**src/rtl/sdram_arbiter_pkg.sv**
```systemverilog
`default_nettype none
// ============================================================================
// Module      : sdram_arbiter_pkg
// Description : Arbiter ownership states and the SPI write-data filler value.
// Revision    : 1.0 - initial release
// ============================================================================
package sdram_arbiter_pkg;

  // Port owner: user side, user side draining, SPI side.
  typedef enum logic [1:0] {
    ARB_USER  = 2'd0,
    ARB_DRAIN = 2'd1,
    ARB_SPI   = 2'd2
  } arb_state_t;

  // Recognisable write-data filler shown while SPI (read-only) owns the port.
  localparam logic [15:0] SPI_FILLER = 16'hDEAD;

endpackage
`default_nettype wire

```
**src/rtl/sdram_arbiter_if.sv**
```systemverilog
`default_nettype none
// ============================================================================
// Module      : sdram_arbiter_if
// Description : Bundles the SPI requester, user requester and sdram_ctrl
//               port signals that pass through the arbiter.
// Revision    : 1.0 - initial release
// ============================================================================
interface sdram_arbiter_if #(
  parameter int ADDR_WIDTH = 32,
  parameter int DATA_WIDTH = 16
);
  // SPI flash emulator side
  logic                  spi_critical;
  logic                  spi_refresh_inhibit;
  logic [ADDR_WIDTH-1:0] spi_addr;
  logic                  spi_enable;
  logic                  spi_grant;
  logic                  spi_ack;
  // User command parser side
  logic [ADDR_WIDTH-1:0] user_addr;
  logic                  user_we;
  logic [DATA_WIDTH-1:0] user_wr_data;
  logic [1:0]            user_wr_mask;
  logic                  user_enable;
  logic                  user_ack;
  logic                  user_idle;
  // sdram_ctrl side
  logic [ADDR_WIDTH-1:0] sd_addr;
  logic                  sd_we;
  logic [DATA_WIDTH-1:0] sd_wr_data;
  logic [1:0]            sd_wr_mask;
  logic                  sd_enable;
  logic                  sd_refresh_inhibit;
  logic                  sd_ack_level;
  logic                  sd_idle;
  // Status
  logic [7:0]            drain_errors;

  // Environment view: requesters and controller.
  modport master (
    output spi_critical, spi_refresh_inhibit, spi_addr, spi_enable,
    output user_addr, user_we, user_wr_data, user_wr_mask, user_enable,
    output sd_ack_level, sd_idle,
    input  spi_grant, spi_ack, user_ack, user_idle,
    input  sd_addr, sd_we, sd_wr_data, sd_wr_mask, sd_enable, sd_refresh_inhibit,
    input  drain_errors
  );

  // Arbiter view.
  modport slave (
    input  spi_critical, spi_refresh_inhibit, spi_addr, spi_enable,
    input  user_addr, user_we, user_wr_data, user_wr_mask, user_enable,
    input  sd_ack_level, sd_idle,
    output spi_grant, spi_ack, user_ack, user_idle,
    output sd_addr, sd_we, sd_wr_data, sd_wr_mask, sd_enable, sd_refresh_inhibit,
    output drain_errors
  );
endinterface
`default_nettype wire

```
**src/rtl/sdram_ack_edge.sv**
```systemverilog
`default_nettype none
// ============================================================================
// Module      : sdram_ack_edge
// Description : Converts the controller ack level into a one-cycle pulse and
//               tracks whether the ack level has been seen low since the last
//               ownership change, so a new owner is not served a stale ack.
// Revision    : 1.0 - initial release
// ============================================================================
module sdram_ack_edge (
  input  wire logic clk,
  input  wire logic reset,
  input  wire logic ack_level,
  input  wire logic restart,     // ownership changes at the coming edge
  output logic      ack_pulse,
  output logic      ack_low_ok   // safe to forward a request this cycle
);
  logic ack_prev;
  logic low_seen;

  // Previous ack level and the "ack low seen" flag, re-armed on restart.
  always_ff @(posedge clk) begin
    if (reset) begin
      ack_prev <= 1'b0;
      low_seen <= 1'b1;
    end else begin
      ack_prev <= ack_level;
      if (restart)
        low_seen <= !ack_level;
      else if (!ack_level)
        low_seen <= 1'b1;
    end
  end

  assign ack_pulse  = ack_level && !ack_prev;
  assign ack_low_ok = low_seen || !ack_level;
endmodule
`default_nettype wire

```
**src/rtl/sdram_arbiter.sv**
```systemverilog
`default_nettype none
// ============================================================================
// Module      : sdram_arbiter
// Description : Shares the sdram_ctrl port between the SPI flash read path
//               (priority) and the user command parser. A user access already
//               issued drains before SPI takes over, bounded by a timeout.
// Revision    : 1.0 - initial release
// ============================================================================
module sdram_arbiter
  import sdram_arbiter_pkg::*;
#(
  parameter int ADDR_WIDTH    = 32,
  parameter int DATA_WIDTH    = 16,
  parameter int DRAIN_TIMEOUT = 64
) (
  input  wire logic     clk,
  input  wire logic     reset,
  sdram_arbiter_if.slave bus
);
  localparam int CW = $clog2(DRAIN_TIMEOUT) + 1;
  localparam logic [CW-1:0] DRAIN_LAST = CW'(DRAIN_TIMEOUT - 1);

  arb_state_t            state, state_next;
  logic [CW-1:0]         drain_cnt;
  logic                  user_inflight;
  logic [7:0]            drain_errors;
  logic                  ack_pulse;
  logic                  ack_low_ok;
  logic                  restart;
  logic                  user_busy;
  logic                  timeout;
  logic [ADDR_WIDTH-1:0] addr_mux;
  logic [DATA_WIDTH-1:0] data_mux;

  sdram_ack_edge u_ack_edge (
    .clk        (clk),
    .reset      (reset),
    .ack_level  (bus.sd_ack_level),
    .restart    (restart),
    .ack_pulse  (ack_pulse),
    .ack_low_ok (ack_low_ok)
  );

  // A request forwarded this cycle already counts as in flight, unless its
  // ack arrives in the same cycle.
  assign user_busy = (user_inflight || (bus.user_enable && ack_low_ok)) && !ack_pulse;
  assign timeout   = (state == ARB_DRAIN) && !ack_pulse && bus.spi_critical &&
                     (drain_cnt == DRAIN_LAST);
  assign restart   = (state == ARB_SPI) != (state_next == ARB_SPI);

  // State register, drain counter, in-flight tracking and error counter.
  always_ff @(posedge clk) begin
    if (reset) begin
      state         <= ARB_USER;
      drain_cnt     <= '0;
      user_inflight <= 1'b0;
      drain_errors  <= 8'd0;
    end else begin
      state <= state_next;
      if (state != ARB_DRAIN)
        drain_cnt <= '0;
      else
        drain_cnt <= drain_cnt + 1'b1;
      case (state)
        ARB_USER: begin
          if (ack_pulse)
            user_inflight <= 1'b0;
          else if (bus.user_enable)
            user_inflight <= 1'b1;
        end
        ARB_DRAIN: begin
          if (ack_pulse || timeout)
            user_inflight <= 1'b0;
        end
        default: ;
      endcase
      if (timeout && drain_errors != 8'hFF)
        drain_errors <= drain_errors + 8'd1;
    end
  end

  // Next-state selection.
  always_comb begin
    state_next = state;
    case (state)
      ARB_USER: begin
        if (bus.spi_critical)
          state_next = user_busy ? ARB_DRAIN : ARB_SPI;
      end
      ARB_DRAIN: begin
        if (ack_pulse)
          state_next = bus.spi_critical ? ARB_SPI : ARB_USER;
        else if (!bus.spi_critical)
          state_next = ARB_USER;
        else if (timeout)
          state_next = ARB_SPI;
      end
      ARB_SPI: begin
        if (!bus.spi_critical && !bus.sd_ack_level && !bus.spi_enable)
          state_next = ARB_USER;
      end
      default: state_next = ARB_USER;
    endcase
  end

  // Output muxes, combinational from the registered owner.
  always_comb begin
    addr_mux               = bus.user_addr;
    data_mux               = bus.user_wr_data;
    bus.sd_we              = bus.user_we;
    bus.sd_wr_mask         = bus.user_wr_mask;
    bus.sd_enable          = bus.user_enable && ack_low_ok;
    bus.sd_refresh_inhibit = 1'b0;
    bus.spi_grant          = 1'b0;
    bus.spi_ack            = 1'b0;
    bus.user_ack           = ack_pulse;
    bus.user_idle          = (state == ARB_USER) ? bus.sd_idle : 1'b0;
    if (state == ARB_SPI) begin
      addr_mux               = bus.spi_addr;
      data_mux               = DATA_WIDTH'(SPI_FILLER);
      bus.sd_we              = 1'b0;
      bus.sd_wr_mask         = 2'b00;
      bus.sd_enable          = bus.spi_enable && ack_low_ok;
      bus.sd_refresh_inhibit = bus.spi_refresh_inhibit;
      bus.spi_grant          = 1'b1;
      bus.spi_ack            = ack_pulse;
      bus.user_ack           = 1'b0;
    end
  end

  assign bus.sd_addr      = addr_mux;
  assign bus.sd_wr_data   = data_mux;
  assign bus.drain_errors = drain_errors;
endmodule
`default_nettype wire

```
**src/flat_wrapper.sv**
```systemverilog
// flat-port wrapper written by rule: the top's interface ports become plain ports
module sdram_arbiter_flat import sdram_arbiter_pkg::*;
#(
  parameter int ADDR_WIDTH    = 32,
  parameter int DATA_WIDTH    = 16,
  parameter int DRAIN_TIMEOUT = 64
)
  (clk, reset, bus_spi_critical, bus_spi_refresh_inhibit, bus_spi_addr, bus_spi_enable, bus_user_addr, bus_user_we, bus_user_wr_data, bus_user_wr_mask, bus_user_enable, bus_sd_ack_level, bus_sd_idle, bus_spi_grant, bus_spi_ack, bus_user_ack, bus_user_idle, bus_sd_addr, bus_sd_we, bus_sd_wr_data, bus_sd_wr_mask, bus_sd_enable, bus_sd_refresh_inhibit, bus_drain_errors);
  sdram_arbiter_if #(.ADDR_WIDTH(ADDR_WIDTH), .DATA_WIDTH(DATA_WIDTH)) bus_i ();
  input  wire logic clk;
  input  wire logic reset;
  input wire logic [$bits(bus_i.spi_critical)-1:0] bus_spi_critical;
  input wire logic [$bits(bus_i.spi_refresh_inhibit)-1:0] bus_spi_refresh_inhibit;
  input wire logic [$bits(bus_i.spi_addr)-1:0] bus_spi_addr;
  input wire logic [$bits(bus_i.spi_enable)-1:0] bus_spi_enable;
  input wire logic [$bits(bus_i.user_addr)-1:0] bus_user_addr;
  input wire logic [$bits(bus_i.user_we)-1:0] bus_user_we;
  input wire logic [$bits(bus_i.user_wr_data)-1:0] bus_user_wr_data;
  input wire logic [$bits(bus_i.user_wr_mask)-1:0] bus_user_wr_mask;
  input wire logic [$bits(bus_i.user_enable)-1:0] bus_user_enable;
  input wire logic [$bits(bus_i.sd_ack_level)-1:0] bus_sd_ack_level;
  input wire logic [$bits(bus_i.sd_idle)-1:0] bus_sd_idle;
  output wire logic [$bits(bus_i.spi_grant)-1:0] bus_spi_grant;
  output wire logic [$bits(bus_i.spi_ack)-1:0] bus_spi_ack;
  output wire logic [$bits(bus_i.user_ack)-1:0] bus_user_ack;
  output wire logic [$bits(bus_i.user_idle)-1:0] bus_user_idle;
  output wire logic [$bits(bus_i.sd_addr)-1:0] bus_sd_addr;
  output wire logic [$bits(bus_i.sd_we)-1:0] bus_sd_we;
  output wire logic [$bits(bus_i.sd_wr_data)-1:0] bus_sd_wr_data;
  output wire logic [$bits(bus_i.sd_wr_mask)-1:0] bus_sd_wr_mask;
  output wire logic [$bits(bus_i.sd_enable)-1:0] bus_sd_enable;
  output wire logic [$bits(bus_i.sd_refresh_inhibit)-1:0] bus_sd_refresh_inhibit;
  output wire logic [$bits(bus_i.drain_errors)-1:0] bus_drain_errors;
  assign bus_i.spi_critical = bus_spi_critical;
  assign bus_i.spi_refresh_inhibit = bus_spi_refresh_inhibit;
  assign bus_i.spi_addr = bus_spi_addr;
  assign bus_i.spi_enable = bus_spi_enable;
  assign bus_i.user_addr = bus_user_addr;
  assign bus_i.user_we = bus_user_we;
  assign bus_i.user_wr_data = bus_user_wr_data;
  assign bus_i.user_wr_mask = bus_user_wr_mask;
  assign bus_i.user_enable = bus_user_enable;
  assign bus_i.sd_ack_level = bus_sd_ack_level;
  assign bus_i.sd_idle = bus_sd_idle;
  assign bus_spi_grant = bus_i.spi_grant;
  assign bus_spi_ack = bus_i.spi_ack;
  assign bus_user_ack = bus_i.user_ack;
  assign bus_user_idle = bus_i.user_idle;
  assign bus_sd_addr = bus_i.sd_addr;
  assign bus_sd_we = bus_i.sd_we;
  assign bus_sd_wr_data = bus_i.sd_wr_data;
  assign bus_sd_wr_mask = bus_i.sd_wr_mask;
  assign bus_sd_enable = bus_i.sd_enable;
  assign bus_sd_refresh_inhibit = bus_i.sd_refresh_inhibit;
  assign bus_drain_errors = bus_i.drain_errors;
  sdram_arbiter #(.ADDR_WIDTH(ADDR_WIDTH), .DATA_WIDTH(DATA_WIDTH), .DRAIN_TIMEOUT(DRAIN_TIMEOUT)) u_core (.clk(clk), .reset(reset), .bus(bus_i));
endmodule
```
**config.mk**
```make
export PLATFORM = sky130hd
export DESIGN_NAME = sdram_arbiter_flat
export DESIGN_NICKNAME = d
export VERILOG_FILES = /design/src/rtl/sdram_arbiter_pkg.sv /design/src/rtl/sdram_arbiter_if.sv /design/src/rtl/sdram_ack_edge.sv /design/src/rtl/sdram_arbiter.sv /design/src/flat_wrapper.sv
export SDC_FILE = /design/constraint.sdc
export NUM_CORES = 1
export LEC_CHECK = 0
export CAP_MARGIN = 20
export CORE_MARGIN = 5
export CORE_UTILIZATION = 32
export DETAILED_ROUTE_END_ITERATION = 16
export PLACE_DENSITY = 0.88
export SETUP_SLACK_MARGIN = 0.3
export SLEW_MARGIN = 25
export SYNTH_ARGS = -nofsm -noshare
export SYNTH_HDL_FRONTEND = slang
export SYNTH_SLANG_ARGS = --single-unit
```
**constraint.sdc**
```tcl
create_clock -name clk -period 3.3 [get_ports clk]
set_clock_uncertainty 0.05 [all_clocks]
set_input_delay 0.33 -clock clk [delete_from_list [all_inputs] [get_ports clk]]
set_output_delay 0.33 -clock clk [all_outputs]
set_load 0.01 [all_outputs]
```
==> impl_metrics.env <==
export IMPL_numCtsBuffers=3
export IMPL_drt_iter0_markers=44
export IMPL_critPathMaxFanout=56
export IMPL_nNetsFinal=418
export IMPL_syn_inst=175
export IMPL_antenna_found_initial=0
export IMPL_setup_ws_ps=831
export IMPL_rows=25
export IMPL_layout_drive_gt1_share_pct=14.6
export IMPL_tns_ps=0
export IMPL_netlist_area_sq_um=1530
export IMPL_die_y_um=79.2
export IMPL_critPathKind="flip-flop to output pin"
export IMPL_numPortBuffers=155
export IMPL_synth_compound_area_share_pct=10.6
export IMPL_core_area_sq_um=4690
export IMPL_ctsHtreeMaxLevel=1
export IMPL_routedWlPerCell_um=16.9
export IMPL_muxShareOfSynthArea_pct=26.2
export IMPL_synth_nets=268
export IMPL_setup_viol=0
export IMPL_clkPwrFrac_pct=19.6
export IMPL_synthSimpleGateAreaFrac_pct=28.5
export IMPL_ctsResizeCount=0
export IMPL_power_density_nw_per_um2=255
export IMPL_swShare_pct=26.3
export IMPL_pwr_share_seq_pct=31.2
export IMPL_synth_edf_count=0
export IMPL_dieWidth_um=79.2
export IMPL_power_switching_uw=212
export IMPL_grt_first_pass_wirelength_mm=9.67
export IMPL_via_per_inst=4.86
export IMPL_synth_top_area_share_pct=26.1
export IMPL_hold_path_class="flip-flop to flip-flop"
export IMPL_power_leakage_nw=1.14
export IMPL_r2r_start="u_core.drain_cnt[0]"
export IMPL_start_util_pct=32.7
export IMPL_first_pass_iters=4
export IMPL_cts_hold_buf=0
export IMPL_antenna_cells=0
export IMPL_synth_seq_area_share_pct=26.1
export IMPL_cpPeakStageDelay_ps=500
export IMPL_hold_path_startpoint="u_core.drain_cnt[0]"
export IMPL_finalCriticalPeriod_ps=2470
export IMPL_ys_types=42
export IMPL_grt_pass1_vias=1772
export IMPL_grt_setup_unrepaired="no"
export IMPL_max_freq_mhz=405
export IMPL_grt_usage_pct=19.3
export IMPL_ys_seq_elements=20
export IMPL_clockBufferDepth=2
export IMPL_synth_largest_area_cell="dfxtp_1"
export IMPL_path_cells="nor2b_4 -> buf_12 -> mux2_2 -> clkdlybuf4s50_1"
export IMPL_outcome="completed"
export IMPL_ys_warn_count=0
export IMPL_clk_pin_slew_ps=70
export IMPL_endpoint_kind="output pin"
export IMPL_worst_slew_pin_slew_ps=581
export IMPL_cp_start_kind="flip-flop"
export IMPL_ys_flop_type="dfxtp_1"
export IMPL_io_pins=156
export IMPL_cts_sinks=20
export IMPL_synthAdderAreaFrac_pct=1.63
export IMPL_intPower_uw=593
export IMPL_slew_headroom_pct=61.1
export IMPL_cts_tree="yes"
export IMPL_wl_mm=6.38
export IMPL_grt_max_degree=57
export IMPL_dieArea_sq_um=6280
export IMPL_clock_latency_ps=250
export IMPL_async_reset_ff_share_pct=0
export IMPL_hpwl_mm=5.39
export IMPL_synth_area_per_cell_sq_um=8.77
export IMPL_worstSetupStartpoint="u_core.state[1]"
export IMPL_gp_congestion=0.834
export IMPL_dpl_worst_slack_ps=1110
export IMPL_finalPower_uw=806
export IMPL_root_buffer="clkbuf_8"
export IMPL_finalHoldViolCount=0
export IMPL_synth_area_top_cells="dfxtp_1, mux2_2, mux2_1, nor2b_1, or2_2"
export IMPL_critPathArrivalTime_ps=2090
export IMPL_overflow=0
export IMPL_worst_ep_required_time_ps=2920
export IMPL_ant_nets=0
export IMPL_fin_crit_sh_pct=74.8
export IMPL_cts_setup_buffers=0
export IMPL_synth_xor_area_share_pct=1.71
export IMPL_cap_violations=0
export IMPL_ir_drop_uv=212
export IMPL_area_growth_pct=106
export IMPL_vias=1833
export IMPL_synth_top_family_by_area="simple AND/OR/NAND/NOR gates"
export IMPL_slew_viol_final=0
export IMPL_slowest_stage="clkdlybuf4s50_1"
export IMPL_remaining_drc_errors=0
export IMPL_power_frac_comb_pct=49.2
==> synthesized netlist by cell type (2+ instances only) <==
cell type / number
mux2_2: 26
inv_1: 4
or3_1: 3
nor2_1: 13
and2_1: 3
buf_2: 4
clkbuf_1: 4
or4_1: 3
nor2b_1: 12
buf_6: 2
a211oi_1: 2
a21oi_1: 11
o31ai_1: 4
ha_1: 2
nand2b_1: 3
nand2_1: 7
dfxtp_1: 20
nand3_1: 6
o21ai_0: 3
xor2_1: 2
mux2i_1: 3
or2_2: 11
nand4_1: 2
mux2_1: 7
==> layout by cell type (no fill, tap or decap), drive strengths merged <==
cell             n
or3              3
a2111oi          1
nand2b           4
nor3             1
o31ai            4
inv              4
nor4b            1
o21ai            3
and2             3
xnor2            1
o41ai            1
nand2            7
buf              1
nor2b           12
a31oi            1
and4             1
mux2            33
ha               2
a22oi            1
clkdlybuf4s50  155
nand4            3
clkbuf           3
or2             11
nor2            13
mux2i            3
or4              3
nor4             1
o21a             1
dfxtp           20
nand3            6
or3b             1
and3b            2
xor2             2
and2b            1
a21oi           11
a211oi           2
o31a             1
==> area by class of cell <==
class / count / area [sq um]
Multi-Input combinational cell: 140 / 1060
Sequential cell: 20 / 400
Clock buffer: 3 / 41.3
Tap cell: 54 / 67.6
Fill cell: 377 / 1540
Timing Repair Buffer: 156 / 1570
Inverter: 4 / 15.0
==> power by group through the flow <==
stage	combinational, mW	clock [mW]	sequential (mW)
floorplan	0.149	0	0.253
global placement	0.393	0	0.257
detailed placement	0.397	0	0.257
CTS	0.399	0.160	0.251
global route	0.421	0.181	0.252
finish	0.397	0.158	0.251
==> final timing paths <==
check	slack, ps	cells past startpoint	end
hold reg to reg	400	1	u_core.drain_cnt[0]
hold / removal	400	1	u_core.drain_cnt[0]
setup / recovery	830	4	bus_sd_addr[1]
setup reg to reg	1410	5	u_core.bus.drain_errors[4]
==> logic make-up (layout without fill, tap and decap cells) <==
kind of cell / after synthesis / after routing
adders and majority gates: 2 / 2
and+or+nand+nor: 73 / 73
buffers and inverters: 15 / 163
DFF: 20 / 20
AOI/OAI and AO/OA: 26 / 26
muxes: 36 / 36
xor gates and xnor gates: 3 / 3
==> sequential cells by signal (all words and copies together) (netlist names) <==
name	count
u_core.bus.drain_errors	8
u_core.drain_cnt	7
u_core.state	2
u_core.u_ack_edge.ack_prev	1
u_core.u_ack_edge.low_seen	1
u_core.user_inflight	1
==> metal layers <==
layer / part of all wire, % / routed length (um) / up-vias / global-route usage, %
li1: - / - / 921 / -
met1: 39 / 2500 / 828 / 22.4
met2: 52 / 3300 / 76 / 36.1
met3: 7.7 / 493 / 8 / 4.08
met4: 1.3 / 80 / 0 / 3.95
met5: 0 / 0 / - / 0
==> per-stage QoR <==
step,instance area (sq um),util (%),hold slack (ps),cells
floorplan,1530,-,368,175
global placement,3120,66.4,378,374
detailed placement,3120,66.4,385,374
CTS,3160,67.3,400,377
global route,3160,67.3,424,377
finish,3160,67.3,398,377
==> worst max-delay path: cells and delay by family, from the launching register on <==
family	cells	cell delay, ps
multiplexers	1	370
buffers and inverters	2	750
AND/OR/NAND/NOR	1	210
flip-flops	1	460
Note: power is estimated with default switching activity, not from simulation.
